$ cat src/rtl/uart_pkg.sv
// Shared definitions for the UART transmit path: FSM states, data-length codes
// and frame-size helpers.
package uart_pkg;

  typedef enum logic [2:0] {
    ST_IDLE   = 3'd0,
    ST_START  = 3'd1,
    ST_DATA   = 3'd2,
    ST_PARITY = 3'd3,
    ST_STOP   = 3'd4
  } tx_state_t;

  localparam logic [1:0] LEN_5 = 2'b00;
  localparam logic [1:0] LEN_6 = 2'b01;
  localparam logic [1:0] LEN_7 = 2'b10;
  localparam logic [1:0] LEN_8 = 2'b11;

  localparam int MAX_FRAME_BITS = 12;
  localparam int FRAME_CNT_W    = $clog2(MAX_FRAME_BITS);

  function automatic logic [FRAME_CNT_W-1:0] data_bits(input logic [1:0] len);
    data_bits = FRAME_CNT_W'(8);
    case (len)
      LEN_5:   data_bits = FRAME_CNT_W'(5);
      LEN_6:   data_bits = FRAME_CNT_W'(6);
      LEN_7:   data_bits = FRAME_CNT_W'(7);
      LEN_8:   data_bits = FRAME_CNT_W'(8);
      default: data_bits = FRAME_CNT_W'(8);
    endcase
  endfunction

  function automatic logic [7:0] data_mask(input logic [1:0] len);
    data_mask = 8'hFF;
    case (len)
      LEN_5:   data_mask = 8'h1F;
      LEN_6:   data_mask = 8'h3F;
      LEN_7:   data_mask = 8'h7F;
      default: data_mask = 8'hFF;
    endcase
  endfunction

endpackage

$ cat src/rtl/uart_bit_timer.sv
// Counts baud ticks and strobes o_bit_end on the tick that completes a bit
// period of OSR ticks.
module uart_bit_timer #(
  parameter int OSR    = 16,
  parameter int TICK_W = 8
) (
  input  logic clk,
  input  logic rst,
  input  logic i_clr,
  input  logic i_en,
  input  logic i_tick,
  output logic o_bit_end
);

  localparam logic [TICK_W-1:0] LAST_TICK = TICK_W'(OSR - 1);

  logic [TICK_W-1:0] r_tick_cnt;

  assign o_bit_end = i_en & i_tick & (r_tick_cnt == LAST_TICK);

  always_ff @(posedge clk or posedge rst) begin
    if (rst) begin
      r_tick_cnt <= '0;
    end else if (i_clr || o_bit_end) begin
      r_tick_cnt <= '0;
    end else if (i_en && i_tick) begin
      r_tick_cnt <= r_tick_cnt + 1'b1;
    end
  end

endmodule

$ cat src/rtl/uart_tx_ctrl.sv
// UART transmit sequencer: accepts a byte by valid/ready, gates the baud
// generator and serialises start, data (LSB first), optional parity and stop bits.
module uart_tx_ctrl
  import uart_pkg::*;
#(
  parameter int OSR    = 16,
  parameter int TICK_W = 8
) (
  input  logic       pclk,
  input  logic       preset,
  input  logic [7:0] tx_data,
  input  logic       tx_valid,
  output logic       tx_ready,
  input  logic [1:0] cfg_data_len,
  input  logic       cfg_parity_en,
  input  logic       cfg_parity_odd,
  input  logic       cfg_stop2,
  input  logic       bclk_tx,
  output logic       tx_bclk_en,
  output logic       txd,
  output logic       tx_busy,
  output logic       tx_done
);

  tx_state_t              r_state, w_state_next;
  logic [7:0]             r_shift, w_shift_next;
  logic [FRAME_CNT_W-1:0] r_bit_cnt, w_bit_cnt_next;
  logic [1:0]             r_len, w_len_next;
  logic                   r_par_en, w_par_en_next;
  logic                   r_parity, w_parity_next;
  logic                   r_stop2, w_stop2_next;
  logic                   r_stop_cnt, w_stop_cnt_next;
  logic                   r_txd, w_txd_next;
  logic                   r_bclk_en, w_bclk_en_next;
  logic                   r_done, w_done_next;
  logic                   w_accept;
  logic                   w_bit_end;

  assign tx_ready   = (r_state == ST_IDLE);
  assign tx_busy    = (r_state != ST_IDLE);
  assign txd        = r_txd;
  assign tx_bclk_en = r_bclk_en;
  assign tx_done    = r_done;
  assign w_accept   = tx_ready & tx_valid;

  uart_bit_timer #(
    .OSR   (OSR),
    .TICK_W(TICK_W)
  ) u_bit_timer (
    .clk      (pclk),
    .rst      (preset),
    .i_clr    (w_accept),
    .i_en     (tx_busy),
    .i_tick   (bclk_tx),
    .o_bit_end(w_bit_end)
  );

  always_ff @(posedge pclk or posedge preset) begin
    if (preset) begin
      r_state    <= ST_IDLE;
      r_shift    <= '0;
      r_bit_cnt  <= '0;
      r_len      <= '0;
      r_par_en   <= 1'b0;
      r_parity   <= 1'b0;
      r_stop2    <= 1'b0;
      r_stop_cnt <= 1'b0;
      r_txd      <= 1'b1;
      r_bclk_en  <= 1'b0;
      r_done     <= 1'b0;
    end else begin
      r_state    <= w_state_next;
      r_shift    <= w_shift_next;
      r_bit_cnt  <= w_bit_cnt_next;
      r_len      <= w_len_next;
      r_par_en   <= w_par_en_next;
      r_parity   <= w_parity_next;
      r_stop2    <= w_stop2_next;
      r_stop_cnt <= w_stop_cnt_next;
      r_txd      <= w_txd_next;
      r_bclk_en  <= w_bclk_en_next;
      r_done     <= w_done_next;
    end
  end

  // r_bit_cnt is the index of the frame bit on the line: 0 = start, 1..N = data.
  always_comb begin
    w_state_next    = r_state;
    w_shift_next    = r_shift;
    w_bit_cnt_next  = r_bit_cnt;
    w_len_next      = r_len;
    w_par_en_next   = r_par_en;
    w_parity_next   = r_parity;
    w_stop2_next    = r_stop2;
    w_stop_cnt_next = r_stop_cnt;
    w_txd_next      = r_txd;
    w_bclk_en_next  = r_bclk_en;
    w_done_next     = 1'b0;

    case (r_state)
      ST_IDLE: begin
        if (w_accept) begin
          w_state_next    = ST_START;
          w_shift_next    = tx_data;
          w_bit_cnt_next  = '0;
          w_len_next      = cfg_data_len;
          w_par_en_next   = cfg_parity_en;
          w_parity_next   = (^(tx_data & data_mask(cfg_data_len))) ^ cfg_parity_odd;
          w_stop2_next    = cfg_stop2;
          w_stop_cnt_next = 1'b0;
          w_txd_next      = 1'b0;
          w_bclk_en_next  = 1'b1;
        end
      end
      ST_START: begin
        if (w_bit_end) begin
          w_state_next   = ST_DATA;
          w_txd_next     = r_shift[0];
          w_shift_next   = r_shift >> 1;
          w_bit_cnt_next = r_bit_cnt + 1'b1;
        end
      end
      ST_DATA: begin
        if (w_bit_end) begin
          w_bit_cnt_next = r_bit_cnt + 1'b1;
          if (r_bit_cnt == data_bits(r_len)) begin
            if (r_par_en) begin
              w_state_next = ST_PARITY;
              w_txd_next   = r_parity;
            end else begin
              w_state_next    = ST_STOP;
              w_txd_next      = 1'b1;
              w_stop_cnt_next = 1'b0;
            end
          end else begin
            w_txd_next   = r_shift[0];
            w_shift_next = r_shift >> 1;
          end
        end
      end
      ST_PARITY: begin
        if (w_bit_end) begin
          w_state_next    = ST_STOP;
          w_txd_next      = 1'b1;
          w_stop_cnt_next = 1'b0;
          w_bit_cnt_next  = r_bit_cnt + 1'b1;
        end
      end
      ST_STOP: begin
        if (w_bit_end) begin
          if (r_stop2 && !r_stop_cnt) begin
            w_stop_cnt_next = 1'b1;
          end else begin
            w_state_next   = ST_IDLE;
            w_txd_next     = 1'b1;
            w_bclk_en_next = 1'b0;
            w_done_next    = 1'b1;
          end
        end
      end
      default: begin
        w_state_next   = ST_IDLE;
        w_txd_next     = 1'b1;
        w_bclk_en_next = 1'b0;
      end
    endcase
  end

endmodule

$ cat config.mk
export PLATFORM = sky130hd
export DESIGN_NAME = uart_tx_ctrl
export DESIGN_NICKNAME = d
export VERILOG_FILES = /design/src/rtl/uart_pkg.sv /design/src/rtl/uart_bit_timer.sv /design/src/rtl/uart_tx_ctrl.sv
export SDC_FILE = /design/constraint.sdc
export NUM_CORES = 1
export LEC_CHECK = 0
export ABC_AREA = 1
export CORE_MARGIN = 2
export CORE_UTILIZATION = 56
export CTS_CLUSTER_DIAMETER = 60
export DETAILED_ROUTE_END_ITERATION = 12
export PLACE_DENSITY = 0.79
export RECOVER_POWER = 50
export SLEW_MARGIN = 10
export SYNTH_ARGS = -nofsm -noshare
export SYNTH_HDL_FRONTEND = slang
export SYNTH_SLANG_ARGS = --single-unit
$ cat constraint.sdc
create_clock -name pclk -period 1.93 [get_ports pclk]
set_input_delay 0.193 -clock pclk [delete_from_list [all_inputs] [get_ports pclk]]
set_output_delay 0.193 -clock pclk [all_outputs]
set_load 0.01 [all_outputs]
==> reports/results.ini, run 1 <==
[status]
outcome=complete, no violations

[detailed_routing]
vias_per_cell=5.08
drtIter0Drc=82
routedWlPerCell_um=11.2
drc=0
antenna_left=0
drt_pre_antenna_iters=4
vias=1868
routed_wl_um=4120

[floorplanning]
die_h_um=64.8
num_io_pins=22
start_util_pct=57.4
core_area_sq_um=3610
rows=22
die_w_um=64.8
dieArea_sq_um=4200

[clocking]
ctsRootBufferMaster=clkbuf_8
htreeDepth=2
clk_pin_slew_ns=0.06
clkSinkCount=32
clk_latency_ns=0.29
cts_buffer_depth=2
tritoncts=done
numCtsBuffers=5

[sta]
maxSlewViolCount=0
rsz0062_at_grt=false
finalSetupViolations=0
slew_headroom_pct=47.7
worst_pin_slew_ns=0.785
finalHoldViolCount=0
finalSetupTns_ns=0
finalCritPeriodShare_pct=96.1
timing.fmax_mhz=539
finalClockSkew_ns=0.0100
period_minus_slack_ns=1.85

[setup_path]
cp.arrival_ns=1.66
regToRegSetupSlack_ns=0.17
cp_slowest_cell=clkdlybuf4s50_1
critPathCaptureType=output port
r2r_start=r_state[0]
path_buf_inv=2
crit_cells=4
required_ns=1.74
start_kind=register
endpoint=tx_ready
worst-path-max-fanout=7
cpPeakStageDelay_ns=0.55
cp-startpoint=r_state[0]
crit_chain=nor2_4, nand2_4, inv_2, clkdlybuf4s50_1
critical-path-top-delay-family=buffers and inverters
crit_type=reg -> out
r2r_end=u_bit_timer.r_tick_cnt[4]
r2r_cells=9

[grt]
grt_usage_pct=22.3
grt_start_max_net_pins=33
grt_pass1_wl_um=7170
first_global_vias=1622
grt_remaining_overflow=0
antenna_found_initial=0

[placement]
port_buffers=21
place_hpwl_um=3130
gp_congestion=0.916
placed_area_sq_um=2340

[layout]
drive_gt1_share_pct=13.1
syn2layout_area_growth_pct=20.0
fin_area_sq_um=2480
n_fill_cell=320
layout_commonest_cell=nand2_1
antennaDiodeCount=0
layout_common_cells=nand2_1 (78), inv_1 (34), dfrtp_1 (29)
fin_nets=342

[hold_path]
min-delay-start=cfg_parity_en
hold_class=in -> reg

[pwr]
vdd_ir_drop_max_uv=901
cellPowerDensity_nw_per_um2=1470
p_leak_nw=1.23

[synthesis]
synth_fp_nets=312
synth_cell_type_count=30
synth.avg_cell_area_sq_um=7.16
synthesis.area_sq_um=2070
syn_inst=289
synth.ff_latch_count=32
synth_seq_area_share_pct=38.8
yosysWarnings=0

[flow_run]
cap_violations=0

==> cells in the mapped netlist <==
cell type | count | share of area, %
o21ai_0 | 23 | 5.6
buf_6 | 1 | 0.54
nor2_2 | 2 | 0.60
a21oi_1 | 13 | 3.1
nand4_1 | 4 | 1.2
inv_1 | 34 | 6.2
a31oi_1 | 2 | 0.60
dfrtp_1 | 31 | 37
buf_2 | 1 | 0.24
xor2_1 | 6 | 2.5
mux2_2 | 1 | 0.54
nand2_4 | 3 | 1.6
o21ai_1 | 10 | 2.4
ha_1 | 6 | 3.6
a21boi_4 | 1 | 0.91
or2_2 | 1 | 0.30
nand2_2 | 7 | 2.1
o21bai_1 | 1 | 0.36
nor2_1 | 28 | 5.1
nand2_1 | 78 | 14
nand3b_1 | 2 | 0.73
inv_2 | 7 | 1.3
clkbuf_1 | 1 | 0.18
o21ai_2 | 1 | 0.42
nor2_4 | 2 | 1.1
dfstp_2 | 1 | 1.3
nand3_1 | 17 | 4.1
nor3_1 | 2 | 0.48
xnor2_1 | 2 | 0.85
a21boi_0 | 1 | 0.36
==> tightest hold or removal path, delay by kind of cell <==
kind            cells  cell delay [ns]
buf+inv             1             0.40
compound gates      1             0.06
simple gates        1             0.06
==> state kept, by name, indices dropped and copies added (netlist names) <==
| name | cells |
|---|---|
| r_shift | 8 |
| u_bit_timer.r_tick_cnt | 8 |
| r_bit_cnt | 4 |
| r_state | 3 |
| r_len | 2 |
| r_par_en | 1 |
| r_parity | 1 |
| r_stop2 | 1 |
| r_stop_cnt | 1 |
| tx_bclk_en | 1 |
| tx_done | 1 |
| txd | 1 |
==> where the power goes <==
group / internal (W) / switching (W) / leakage, nW
Combinational: 0.000774 / 0.00115 / 0.769
Clock: 0.000383 / 0.000247 / 0.0552
Sequential: 0.000926 / 0.000163 / 0.411
==> through the flow <==
stage / total power [W] / worst slack (ns) / util (%) / hold slack (ns) / cells
CTS: 0.00357 / 0.00798 / 68.1 / 0.291 / 366
floorplan: 0.00248 / 0.374 / - / 0.308 / 289
finish: 0.00364 / 0.0752 / 68.8 / 0.479 / 368
global placement: 0.00286 / 0.255 / 65.0 / 0.474 / 358
detailed placement: 0.00291 / 0.172 / 65.0 / 0.476 / 358
global route: 0.00400 / 0.0130 / 68.8 / 0.529 / 368
==> metal layers <==
metal | up-vias | global-route usage (%) | part of all wire (%) | routed length, um
li1 | 979 | - | - | -
met1 | 853 | 29.0 | 47 | 1920
met2 | 29 | 35.1 | 48 | 2000
met3 | 7 | 6.25 | 3.3 | 134
met4 | 0 | 9.04 | 1.5 | 63
met5 | - | 0 | 0 | 0
==> area by class of cell <==
cell class	count	area, sq um	area share, %
inverter	41	154	6.20
clock inverter	2	35.0	1.41
sequential	32	805	32.4
tap	48	60.1	2.42
multi-input combinational	213	1100	44.3
clock buffer	6	72.6	2.92
timing repair buffer	26	258	10.4
==> timing repair <==
action | 4_1_cts | 5_1_grt
cloned | 0 | 0
resized for setup | 1 | 5
hold buffers | 0 | 0
setup endpoints to repair | 1 | 8
pin swaps | 0 | 2
buffers inserted | 0 | 2
==> how the worst min path moves through the flow <==
stage | endpoint | slack (ns) | depth (start not counted)
finish | r_par_en | 0.48 | 3
global route | r_parity | 0.53 | 2
CTS | r_len[0] | 0.29 | 3
detailed placement | r_parity | 0.48 | 2
global placement | r_parity | 0.47 | 2
floorplan | r_bit_cnt[0] | 0.31 | 1
==> kinds of logic after synthesis <==
logic type,share of synthesized area (%)
multiplexers,0.544
flip-flops,38.8
buffers and inverters,8.40
XOR/XNOR,3.39
adder cells (fa/ha/maj),3.63
AO/OA/AOI/OAI,13.8
AND/OR/NAND/NOR,31.5
Note: power is estimated with default switching activity, not from simulation.
==> inputs of run 2 (changes only) <==
- CORE_UTILIZATION: 56 -> 61
- PLACE_DENSITY: 0.79 -> 0.85
- clock period: 1.93 -> 2.2 ns (I/O delays scaled with it)
==> reports/results.ini, run 2 (synthesis gave the netlist of run 1 again) <==
[layout]
antennaDiodeCount=0
syn2layout_area_growth_pct=15.8
layout_commonest_cell=nand2_1
n_fill_cell=269
layout_common_cells=nand2_1 (78), inv_1 (34), dfrtp_1 (31)
fin_area_sq_um=2400
fin_nets=339
drive_gt1_share_pct=11.4
largestRegisters=r_shift: 8 flops, u_bit_timer.r_tick_cnt: 8 flops, r_bit_cnt: 4 flops
stdcell_count=363

[detailed_routing]
met3_length_um=157
vias=1920
dr.max_layer_used=met4
antenna_left=0
drc=0
routed_wl_um=4330
vias_per_cell=5.29
routedWlPerCell_um=11.9
drt_pre_antenna_iters=5
wl_met2_um=2150
drtIter0Drc=125
met1Wirelength_um=1940

[flow_run]
cap_violations=0

[setup_path]
path_buf_inv=2
cp.arrival_ns=1.82
crit_chain=nor2_4, nand2_4, inv_2, clkdlybuf4s50_1
worst-path-max-fanout=6
cp_slowest_cell=clkdlybuf4s50_1
required_ns=1.98
crit_type=reg -> out
start_kind=register
critical-path-top-delay-family=buffers and inverters
critPathCaptureType=output port
cpPeakStageDelay_ns=0.55

[grt]
grt_pass1_wl_um=7560
grt_start_max_net_pins=33
grt_remaining_overflow=0
first_global_vias=1834
grt_usage_pct=24.3
antenna_found_initial=0

[sta]
slew_headroom_pct=47.5
finalWorstSetupSlack_ns=0.163
finalHoldViolCount=0
maxSlewViolCount=0
finalClockSkew_ns=0.00557
finalCritPeriodShare_pct=92.6
timing.fmax_mhz=491
finalSetupTns_ns=0
rsz0062_at_grt=false
finalSetupViolations=0
hold_ws_ns=0.445
period_minus_slack_ns=2.04
worst_pin_slew_ns=0.787

[floorplanning]
die_w_um=62.2
die_h_um=62.2
num_io_pins=22
rows=21
start_util_pct=63.0
dieArea_sq_um=3870
core_area_sq_um=3280

[placement]
placed_area_sq_um=2330
placedCellCount=355
place_hpwl_um=3240
gp_congestion=0.849
port_buffers=21
place_ws_ns=0.464

[clocking]
clk_latency_ns=0.35
htreeDepth=2
clkSinkCount=32
clk_pin_slew_ns=0.11
cts_buffer_depth=2
ctsRootBufferMaster=clkbuf_4
numCtsBuffers=5
tritoncts=done

[pwr]
power_frac_seq_pct=32.6
cellPowerDensity_nw_per_um2=1220
power_switching_w=0.00138
vdd_ir_drop_max_uv=844
p_int_w=0.00155
p_leak_nw=1.20
switching_share_pct=47.2
p_comb_share_pct=54.7
clkPwrFrac_pct=12.7

[status]
outcome=complete, no violations

[hold_path]
hold_class=in -> reg

-- run 2: worst reg2reg max path: stages, from the launching register on --
cell and delay (ns):
dfrtp_1 0.40, ha_1 0.20, nand3_1 0.14, nor2_1 0.22, nand2_4 0.12, nand2_2 0.08
o21ai_2 0.09, nor2_4 0.29, nand3b_1 0.13, nand2_1 0.07
-- run 2: per-layer routing --
metal,GRT usage (%),up-vias
li1,-,977
met1,29.3,884
met2,42.1,50
met3,3.99,9
met4,12.2,0
met5,0,-
-- run 2: path summary, 6_finish.rpt --
check / start / endpoint / slack, ns / depth (start not counted)
min in group asynchronous: preset / u_bit_timer.r_tick_cnt[7] / 0.52 / 3
max reg2reg: u_bit_timer.r_tick_cnt[1] / r_shift[7] / 0.42 / 9
min reg2reg: r_parity / r_parity / 0.51 / 2
min: cfg_stop2 / r_stop2 / 0.44 / 3
max: r_state[1] / tx_ready / 0.16 / 4
max in group asynchronous: preset / r_shift[2] / 1.19 / 3
-- run 2: metrics by stage --
stage | util [%] | total power (W)
floorplan | - | 0.00217
global placement | 71.0 | 0.00249
detailed placement | 71.0 | 0.00255
CTS | 72.9 | 0.00292
global route | 73.0 | 0.00320
finish | 73.0 | 0.00293
-- run 2: cell type report --
cell class / instances / area (sq um) / area share, %
multi-input combinational: 213 / 1100 / 45.8
sequential: 32 / 802 / 33.5
timing repair buffer: 23 / 223 / 9.30
inverter: 41 / 154 / 6.42
tap: 46 / 57.6 / 2.40
clock buffer: 6 / 51.3 / 2.14
clock inverter: 2 / 10.0 / 0.418
-- run 2: what timing repair did --
action | 4_1_cts | 5_1_grt
endpoints found under the setup margin | 0 | 1
hold buffers | 0 | 0
gates resized for setup | 0 | 1
setup buffers | 0 | 0
-- run 2: power groups by stage --
stage                     sequential, W  clock [W]  combinational (W)
after detailed placement       0.000957          0            0.00159
after CTS                      0.000947   0.000373            0.00160
after floorplan                0.000933          0            0.00124
final                          0.000957   0.000373            0.00160
after global placement         0.000950          0            0.00154
after global routing           0.000980   0.000402            0.00182
==> inputs of run 3 (changes only) <==
- PLACE_DENSITY: 0.85 -> default
- PLACE_DENSITY_LB_ADDON: default -> 0.3
- SETUP_SLACK_MARGIN: default -> 0.1
==> reports/results.ini, run 3 (synthesis gave the netlist of run 1 again) <==
[status]
outcome=finished, violations left
violations=capacitance limit, slew limit

[sta]
hold_ws_ns=0.443
rsz0062_at_grt=false
finalHoldViolCount=0
finalClockSkew_ns=0.00206
finalSetupTns_ns=0
maxSlewViolCount=33
worst_pin_slew_ns=1.69
timing.fmax_mhz=501
finalSetupViolations=0
period_minus_slack_ns=2.00
slew_headroom_pct=-12.5
finalCritPeriodShare_pct=90.7

[floorplanning]
die_h_um=62.2
start_util_pct=63.0
num_io_pins=22
die_w_um=62.2
core_area_sq_um=3280
dieArea_sq_um=3870
rows=21

[setup_path]
path_buf_inv=2
cp_slowest_cell=clkdlybuf4s50_1
crit_type=reg -> out
r2r_cells=9
crit_cells=4
cp.arrival_ns=1.78
worst-path-max-fanout=6
start_kind=register
required_ns=1.98
critPathCaptureType=output port
r2r_start=u_bit_timer.r_tick_cnt[1]
crit_chain=nor2_4, nand2_4, inv_2, clkdlybuf4s50_1
cp-startpoint=r_state[1]
cpPeakStageDelay_ns=0.54
critical-path-top-delay-family=buffers and inverters

[placement]
gp_congestion=0.929
port_buffers=21
place_hpwl_um=3160

[clocking]
clk_pin_slew_ns=0.09
htreeDepth=2
tritoncts=done
ctsRootBufferMaster=clkbuf_4
clk_latency_ns=0.33
cts_buffer_depth=2
numCtsBuffers=5
clkSinkCount=32
cts_setup_buffers=0

[layout]
largestRegisters=r_shift: 8 flops, u_bit_timer.r_tick_cnt: 8 flops, r_bit_cnt: 4 flops
layout_commonest_cell=nand2_1
antennaDiodeCount=0
layout_common_cells=nand2_1 (79), inv_1 (34), dfrtp_1 (31)
syn2layout_area_growth_pct=15.2
drive_gt1_share_pct=10.1
fin_nets=339

[detailed_routing]
drc=0
routed_wl_um=4240
vias_per_cell=5.19
antenna_left=0
vias=1883
drt_pre_antenna_iters=5
routedWlPerCell_um=11.7
drtIter0Drc=110

[hold_path]
min-delay-start=cfg_stop2
hold_class=in -> reg
min_path_cells=3

[pwr]
p_comb_share_pct=55.0
clkPwrFrac_pct=12.1
power_switching_w=0.00136
power_frac_seq_pct=32.9
vdd_ir_drop_max_uv=882
cellPowerDensity_nw_per_um2=1220
p_int_w=0.00155
switching_share_pct=46.6
p_leak_nw=1.18

[grt]
grt_usage_pct=24.5
antenna_found_initial=0
grt_pass1_wl_um=7620
first_global_vias=1814
grt_start_max_net_pins=33
grt_remaining_overflow=0

[flow_run]
cap_violations=1

==> run 3: repair_timing <==
action	4_1_cts	5_1_grt
hold buffers	0	0
endpoints found under the setup margin	0	1
gates resized for setup	0	1
==> run 3: per-stage QoR <==
stage | cells | power [W] | cell area [sq um] | setup WS [ns] | utilization [%]
after floorplan | 289 | 0.00217 | 2070 | 0.644 | -
after global placement | 355 | 0.00248 | 2330 | 0.504 | 71.0
after detailed placement | 355 | 0.00255 | 2330 | 0.441 | 71.0
after CTS | 363 | 0.00291 | 2390 | 0.116 | 72.8
after global routing | 363 | 0.00320 | 2380 | 0.103 | 72.6
final | 363 | 0.00291 | 2380 | 0.204 | 72.6
==> run 3: power groups by stage <==
stage	combinational, W	clock, W	sequential (W)
2_1_floorplan	0.00124	0	0.000933
3_5_place_dp	0.00159	0	0.000959
5_1_grt	0.00184	0.000380	0.000986
6_report	0.00160	0.000352	0.000958
4_1_cts	0.00160	0.000358	0.000948
3_3_place_gp	0.00153	0	0.000950
==> run 3: metal layers <==
metal  track usage, %  routed length (um)
met3             5.62                 177
met5                0                   0
met4             11.4                  53
met1             32.1                1990
met2             38.7                2030
==> run 3: final cells by class <==
type                            instances  area [sq um]
Timing Repair Buffer                   23           221
Fill cell                             272           900
Tap cell                               46          57.6
Inverter                               41           154
Multi-Input combinational cell        213          1090
Clock buffer                            8          58.8
Sequential cell                        32           802
==> run 3: tightest hold or removal path, cell delays in order <==
cell	delay, ns
clkdlybuf4s50_1	0.39
nand2_1	0.06
o21ai_0	0.07
==> run 3: path summary, 6_finish.rpt <==
kind / endpoint / slack (ns)
min in group asynchronous: r_len[0] / 0.77
hold reg to reg: r_parity / 0.52
setup / recovery: tx_ready / 0.20
setup reg to reg: r_shift[7] / 0.33
max in group asynchronous: r_stop2 / 0.46
hold / removal: r_stop2 / 0.44
